<file path="config.mk">
export PLATFORM = sky130hd
export DESIGN_NAME = imem_loadable
export DESIGN_NICKNAME = d
export VERILOG_FILES = /design/src/rtl/imem_pkg.sv /design/src/rtl/imem_array.sv /design/src/rtl/imem_loadable.sv
export SDC_FILE = /design/constraint.sdc
export NUM_CORES = 2
export LEC_CHECK = 0
export CORE_UTILIZATION = 30
export DETAILED_ROUTE_END_ITERATION = 8
export SLEW_MARGIN = 20
export SYNTH_ARGS = -nofsm -noshare
export SYNTH_HDL_FRONTEND = slang
export SYNTH_SLANG_ARGS = --single-unit
</file>
<file path="constraint.sdc">
create_clock -name CLK -period 3.5 [get_ports CLK]
set_input_delay 0.7 -clock CLK [delete_from_list [all_inputs] [get_ports CLK]]
set_output_delay 0.7 -clock CLK [all_outputs]
set_load 0.05 [all_outputs]
</file>
<file path="src/rtl/imem_pkg.sv">
// imem_pkg: shared state encoding and default widths/halt encoding for the loadable instruction memory.
package imem_pkg;
  localparam int INST_W_DEF = 9;
  localparam int PC_W_DEF = 8;
  localparam logic [INST_W_DEF-1:0] HALT_INST_DEF = 9'h1FF;
  typedef enum logic [1:0] {LOAD, RUN, HALT} state_t;
endpackage

</file>
<file path="src/rtl/imem_array.sv">
// imem_array: DEPTH x INST_W program storage with per-word written flags,
// one write port and a combinational read that substitutes the halt word.
module imem_array #(
  parameter int INST_W = 9,
  parameter int PC_W = 8,
  parameter int DEPTH = 256,
  parameter logic [INST_W-1:0] HALT_INST = '1
) (
  input  logic              clk,
  input  logic              rst_n,
  input  logic              we_i,
  input  logic [PC_W-1:0]   waddr_i,
  input  logic [INST_W-1:0] wdata_i,
  input  logic [PC_W-1:0]   raddr_i,
  output logic [INST_W-1:0] rdata_o
);
  localparam int AW = DEPTH > 1 ? $clog2(DEPTH) : 1;
  logic [INST_W-1:0] mem_q [DEPTH];
  logic [DEPTH-1:0]  written_q;
  logic              w_in, r_in;
  assign w_in = int'(waddr_i) < DEPTH;
  assign r_in = int'(raddr_i) < DEPTH;
  // Only the written flags are reset; contents survive so a reload can patch.
  always_ff @(posedge clk or negedge rst_n)
    if (!rst_n) written_q <= '0;
    else if (we_i && w_in) written_q[waddr_i[AW-1:0]] <= 1'b1;
  always_ff @(posedge clk)
    if (we_i && w_in) mem_q[waddr_i[AW-1:0]] <= wdata_i;
  assign rdata_o = (r_in && written_q[raddr_i[AW-1:0]]) ? mem_q[raddr_i[AW-1:0]] : HALT_INST;
endmodule

</file>
<file path="src/rtl/imem_loadable.sv">
// imem_loadable: run-time loadable instruction memory with registered fetch,
// stall/flush handling, halt detection and a saturating delivered-word counter.
module imem_loadable
  import imem_pkg::*;
#(
  parameter int INST_W = INST_W_DEF,
  parameter int PC_W = PC_W_DEF,
  parameter int DEPTH = 256,
  parameter logic [INST_W-1:0] HALT_INST = INST_W'(HALT_INST_DEF),
  parameter int CNT_W = 16
) (
  input  logic              CLK,
  input  logic              rst_n,
  input  logic              load_valid,
  output logic              load_ready,
  input  logic [PC_W-1:0]   load_addr,
  input  logic [INST_W-1:0] load_data,
  input  logic              load_done,
  input  logic              fetch_en,
  input  logic [PC_W-1:0]   pc,
  input  logic              stall,
  input  logic              flush,
  input  logic              restart,
  output logic [INST_W-1:0] inst,
  output logic              inst_valid,
  output logic              halted,
  output logic [CNT_W-1:0]  fetch_count
);
  state_t            state_q, state_d;
  logic [INST_W-1:0] inst_q, inst_d, rd;
  logic              valid_q, valid_d, consume;
  logic [CNT_W-1:0]  cnt_q, cnt_d;
  assign load_ready = state_q == LOAD;
  assign consume = valid_q && !stall && !flush;
  imem_array #(.INST_W(INST_W), .PC_W(PC_W), .DEPTH(DEPTH), .HALT_INST(HALT_INST)) u_array (
    .clk(CLK), .rst_n(rst_n), .we_i(load_valid && load_ready), .waddr_i(load_addr),
    .wdata_i(load_data), .raddr_i(pc), .rdata_o(rd)
  );
  always_comb begin
    state_d = state_q;
    inst_d = inst_q;
    valid_d = valid_q;
    cnt_d = (consume && cnt_q != '1) ? cnt_q + CNT_W'(1) : cnt_q;
    case (state_q)
      LOAD: if (load_done) begin
        state_d = RUN;
        cnt_d = '0;
      end
      RUN: if (flush) valid_d = 1'b0;
      else if (!stall) begin
        valid_d = fetch_en;
        if (fetch_en) begin
          inst_d = rd;
          state_d = rd == HALT_INST ? HALT : RUN;
        end
      end
      HALT: if (restart) begin
        state_d = LOAD;
        valid_d = 1'b0;
      end else valid_d = valid_q && stall && !flush;
      default: state_d = LOAD;
    endcase
  end
  always_ff @(posedge CLK or negedge rst_n)
    if (!rst_n) begin
      state_q <= LOAD;
      inst_q <= HALT_INST;
      valid_q <= 1'b0;
      cnt_q <= '0;
    end else begin
      state_q <= state_d;
      inst_q <= inst_d;
      valid_q <= valid_d;
      cnt_q <= cnt_d;
    end
  assign inst = inst_q;
  assign inst_valid = valid_q;
  assign halted = state_q == HALT;
  assign fetch_count = cnt_q;
endmodule

</file>
# After elaboration in Yosys (flattened, before gate mapping)
# Memories as Yosys holds them, arrays and structs flattened.
# Index checks and enable logic that the tools add are counted.
# Widths: inputs -> output; s select.
[word_totals] ff_bits=284 latch_bits=0 ramBits=2304 romBits=0 input_bits=33 out_inout_bits=28 elab_cells=58 memories=1
[mem_list] name="u_array.mem_q" words=256 word_bits=9 rd=1 rd_ports_with_merged_regs=0 wr=1 line="imem_array.sv:18" text="logic [INST_W-1:0] mem_q [DEPTH];"
[op_classes] add_sub_neg=1 n_mul=0 div_mod_pow=0 n_lt_le_gt_ge=3 n_eq_ne=10 shifts=0 n_mux=21 bitwise_logic=3 n_reduce_logical=14
[ops] operator="$or 256x256->256" n=1
[ops] operator="$mux 16" n=3
[ops] operator="$lt 8x9->1 const B" n=2
[ops] operator="$add 16x1->16 const B" n=1
[ops] operator="$ne 16x16->1 const B" n=1
[ops] operator="$mux 2" n=6
[ops] operator="$eq 9x9->1 const B" n=1
[ops] operator="$mux 9" n=1
[ops] operator="$bmux 1 s8" n=1
[ops] operator="$demux 1 s8" n=1
[ops] operator="$ge 8x1->1 const B" n=1
[ops] operator="$ne 2x2->1 const B" n=4
[ops] operator="$logic_and 1x1->1" n=7
[ops] operator="$mux 1" n=7
[ops] operator="$pmux 2 s3" n=1
[ops] operator="$reduce_and 5->1" n=1
[ops] operator="$reduce_and 4->1" n=1
[ops] operator="$ne 3x3->1 const B" n=1
[ops] operator="$eq 2x1->1 const B" n=1
[ops] operator="$eq 2x2->1 const B" n=1
[ops] operator="$logic_not 1->1" n=2
[ops] operator="$logic_not 2->1" n=1
[ops] operator="$ne 2x1->1 const B" n=1
[ops] operator="$not 1->1" n=2
[ops] operator="other kinds (3)" n=3

# Logic depth before layout (Yosys ltp)
[depth] ltp_word=9 ltp_mapped=16 mapped_depth_nobuf=9

# Cells and area by module
# Synthesis repeated with hierarchy kept, for this count alone.
[unflattened] cells_unflattened=4654 hier_area_um2=100651.5
[modules_own_cells] mod="imem_array" instances=1 cells_each=4513 area_per_inst_um2=99146.3 seq_area_each_um2=75592.5
[modules_own_cells] mod="imem_loadable" instances=1 cells_each=141 area_per_inst_um2=1505.2 seq_area_each_um2=711.9

# Worst setup path before layout
# Ideal clock, no wire load.
[synth_timing] path_kind="input port to flip-flop" from="input pc[0]" to="register state_q[1]" setup_ns=0.118 t_arrival_ns=3.140 required_time_ns=3.382 path_slack_ns=0.242 path_stages=13 n_path_buf=5 path_cell_list="buf_6 buf_12 buf_8 buf_6 buf_4 mux4_2 mux4_2 a22oi_1 nand3_1 nand3_1 nor4_1 and2_1 a21o_1"
[synth_via] elab_chain_cells=9 word_cells_on_any_way=10 classes_between="1 x eq/ne; 8 x mux; 1 x memory"
[synth_rtl] element="start, declared" line="imem_loadable.sv:20" text="input logic [PC_W-1:0] pc,"
[synth_rtl] element="$bmux 1 s8" line="imem_array.sv:29" text="assign rdata_o = (r_in && written_q[raddr_i[AW-1:0]]) ? mem_q[raddr_i[AW-1:0]] : HALT_INST;"
[synth_rtl] element="$mux 1 (implied by the code)" line="imem_array.sv:29"
[synth_rtl] element="$mux 9 (*)" line="imem_array.sv:29"
[synth_rtl] element="$eq 9x9->1 (*)" line="imem_loadable.sv:54" text="state_d = rd == HALT_INST ? HALT : RUN;"
[synth_rtl] element="$mux 2 (*)" line="imem_loadable.sv:54"
[synth_rtl] element="$mux 2 (*)" line="imem_loadable.sv:52" text="if (fetch_en) begin"
[synth_rtl] element="$mux 2 (*)" line="imem_loadable.sv:50" text="else if (!stall) begin"
[synth_rtl] element="$mux 2 (*)" line="imem_loadable.sv:49" text="RUN: if (flush) valid_d = 1'b0;"
[synth_rtl] element="$pmux 2 s3 (*)" line="imem_loadable.sv:44" text="case (state_q)"
[synth_rtl] element="end signal, assigned" line="imem_loadable.sv:71" text="state_q <= state_d;"
[synth_rtl] element="end, declared" line="imem_loadable.sv:29" text="state_t state_q, state_d;"
# Mark *: on every way between the ends. The rest lies on a longest branch, timed or not. The select of a mux whose other input is x is not followed.
# A chain may end at the register's enable or synchronous reset.

# Worst setup path in the final report
# Same ends and word-level chain as after synthesis.

==> results.json <==
{
  "rsz0062_at_grt": "false",
  "finalSetupViolCount": 0,
  "htreeDepth": 5,
  "drive_above_1_share_pct": 36.5,
  "final_cells": 10872,
  "drt-vias-per-instance": 5.16,
  "arrival_ns": 4.25,
  "finalPower_mw": 68.8,
  "syn-num-nets": 5101,
  "core_area_um2": 337000,
  "num_vias": 56051,
  "clockRootBuffer": "clkbuf_16",
  "start_util_pct": 30.1,
  "grt_util_all_layers_pct": 17.5,
  "worstSkewPairLatency_ns": 0.92,
  "cts_tree": "built",
  "async_flop_share_pct": 11.0,
  "gr-total-overflow": 0,
  "hold_class": "primary input to register",
  "gp_congestion": 0.905,
  "clock.fmax_mhz": 291,
  "ys_warn_count": 0,
  "hpwl_mm": 204,
  "grt_max_degree": 107,
  "yosysSeqAreaShare_pct": 75.2,
  "ys_ff_latch": 2588,
  "cts-root-to-sink-buffers": 4,
  "run_status": "finished clean",
  "slew_headroom_pct": 26.1,
  "grt_pass1_wl_mm": 428,
  "synthCells": 5067,
  "area_delta_synth_final_pct": 22.5,
  "cp_max_fo": 26,
  "route.detailed.drc": 0,
  "timing.final.crit_share_pct": 98.1,
  "finalNetCount": 6172,
  "first_pass_iters": 6,
  "die_y_um": 583,
  "rows": 213,
  "fin_hold_ws_ns": 0.243,
  "maxSlewViolCount": 0,
  "multi_input_area_um2": 23300,
  "syn_avg_cell_area_um2": 20.0,
  "cp.required_ns": 4.32,
  "fin_skew_ns": 0.0576,
  "io_buffers": 60,
  "power_density_nw_per_um2": 554,
  "path_clk_slew_ns": 0.06,
  "die_w_um": 583,
  "design.die.area_um2": 340000,
  "tightest_slew_ns": 1.10,
  "antenna_found_initial": 17,
  "fillers": 30682,
  "irDropWorstVdd_mv": 0.612,
  "cts_sinks": 2588,
  "drtIter0Drc": 6718,
  "synth_ff_type": "edfxtp_1",
  "ys_types": 81,
  "syn_area_um2": 101000,
  "path_class": "primary input to register",
  "min_period_ns": 3.43,
  "p_leak_nw": 43.3,
  "wirelength_mm": 303,
  "ant_nets": 0,
  "critPathCaptureType": "register",
  "synth_edf_count": 2304,
  "maxCapViolCount": 0,
  "regArea_um2": 76300,
  "num_io_pins": 61,
  "critPathLaunchType": "primary input",
  "grt_pass1_vias": 55865,
  "numCtsBuffers": 289,
  "dp.cells": 10360,
  "final-hold-violation-count": 0,
  "wl_per_cell_um": 27.9
}
-- power breakdown --
part	internal, mW	switching (mW)	leakage (nW)	total, mW
logic	1.71	2.64	14.1	4.35
registers	33.8	0.181	24.6	34.0
clock network	18.4	12.0	4.60	30.4
total	53.9	14.9	43.3	68.8
-- cell usage after synthesis (9+ instances only) --
cell       count  share of area [%]
a31oi_1       22               0.14
edfxtp_1    2304                 68
a211oi_1      20               0.15
nor3_1        14              0.069
a2111oi_0     10              0.086
a21oi_1       82               0.40
a22oi_1       66               0.49
mux2i_1      188                1.9
o21ai_0       44               0.22
or2_2        264                1.6
dfstp_2        9               0.23
nor2b_1       32               0.20
clkbuf_1      69               0.26
buf_1         12              0.044
buf_2         77               0.38
dfrtp_1      275                6.8
buf_6         48               0.53
nand4_1       22               0.14
and2_1        14              0.086
nand2_1      200               0.74
mux4_2       585                 13
a221oi_1      26               0.22
nor2_1       342                1.3
mux2_2        29               0.32
mux4_1        12               0.31
nand3_1       51               0.25
o22ai_1       22               0.14
buf_4         57               0.42
nand2b_1      10              0.062
-- logic make-up (layout without fill, tap and decap cells) --
kind of cell | Yosys count | in the layout | share of synthesized area, %
buffers and inverters | 282 | 1565 | 1.82
other | 0 | 7 | 0
flip-flops | 2588 | 2588 | 75.2
AND/OR/NAND/NOR | 997 | 997 | 4.78
multiplexers | 814 | 814 | 15.5
AO/OA/AOI/OAI | 372 | 372 | 2.55
XOR/XNOR | 13 | 13 | 0.112
adder cells (fa/ha/maj) | 1 | 1 | 0.0123
-- sequential cells by signal (all words and copies together) (netlist names) --
register and count:
u_array.written_q 256, fetch_count 16, u_array.mem_q 2304, inst 9
inst_valid 1, state_q 2
-- final cells by class --
| class | instances | area share, % |
|---|---|---|
| Sequential cell | 2588 | 61.4 |
| Multi-Input combinational cell | 2197 | 18.8 |
| Timing Repair Buffer | 1052 | 7.63 |
| Clock buffer | 368 | 6.25 |
| Tap cell | 4515 | 4.55 |
| Clock inverter | 135 | 1.32 |
| Inverter | 10 | 0.0343 |
| Antenna cell | 7 | 0.0141 |
-- cells in the final DEF, fill, tap and decap left out, drive strengths merged, types with 14 or more instances in the layout --
cell type      netlist  routed
mux2i              188     188
buf                202     998
clkdlybuf4s50        0      44
and2                16      16
a31oi               22      22
inv                  9      16
a21oi               82      82
o22ai               22      22
a211oi              20      20
a22oi               66      66
or2                265     265
nor2               342     342
edfxtp            2304    2304
mux4               597     597
nand3               51      51
clkbuf              70     377
nand2              200     200
clkinv               1      85
o21ai               45      45
a221oi              26      26
nor3                14      14
nand4               22      22
nor2b               32      32
bufinv               0      37
mux2                29      29
dfrtp              275     275
-- layer usage --
metal  GRT usage, %  vias up  share of wire (%)
met2           27.5     2668                 47
met1           24.1    30172                 41
met4           6.21       16                3.6
met5              0        -              0.030
li1               -    22678                  -
met3           3.69      517                8.6
-- critical path, stage by stage --
cell       delay (ns)
buf_8            0.23
buf_12           0.26
buf_12           0.17
mux4_2           0.53
a2111oi_0        0.76
buf_4            0.22
a221oi_1         0.04
buf_4            0.17
a211o_1          0.38
nand4_1          0.16
nor4_1           0.07
buf_4            0.13
and2_1           0.14
a21o_1           0.17
-- stage by stage --
step / util [%] / cell area [um^2] / TNS, ns / setup WS [ns]
finish: 36.9 / 124000 / 0 / 0.0672
global route: 36.9 / 124000 / 0 / 0.0299
CTS: 36.9 / 124000 / 0 / 0.0209
detailed placement: 34.1 / 115000 / -6.11 / -0.941
global placement: 34.1 / 115000 / -6.15 / -1.00
floorplan: - / 101000 / 0 / 0.242
-- what timing repair did --
action | 4_1_cts | 5_1_grt
setup buffers | 0 | 0
hold buffers | 1 | 0
gates resized for setup | 2 | 1
endpoints found under the hold margin | 47 | 0
pin swaps | 0 | 0
setup endpoints to repair | 1 | 2
-- path summary, 6_finish.rpt --
path / startpoint / to / slack, ns / depth (start not counted)
max: pc[0] / state_q[1] / 0.07 / 14
min: load_data[7] / u_array.mem_q[216][7] / 0.24 / 1
max reg2reg: u_array.mem_q[15][3] / state_q[1] / 0.17 / 11
min reg2reg: u_array.written_q[41] / u_array.written_q[41] / 0.46 / 1
max in group asynchronous: rst_n / u_array.written_q[76] / 2.09 / 4
min in group asynchronous: rst_n / u_array.written_q[185] / 0.39 / 2
(Power assumes the default switching activity.)
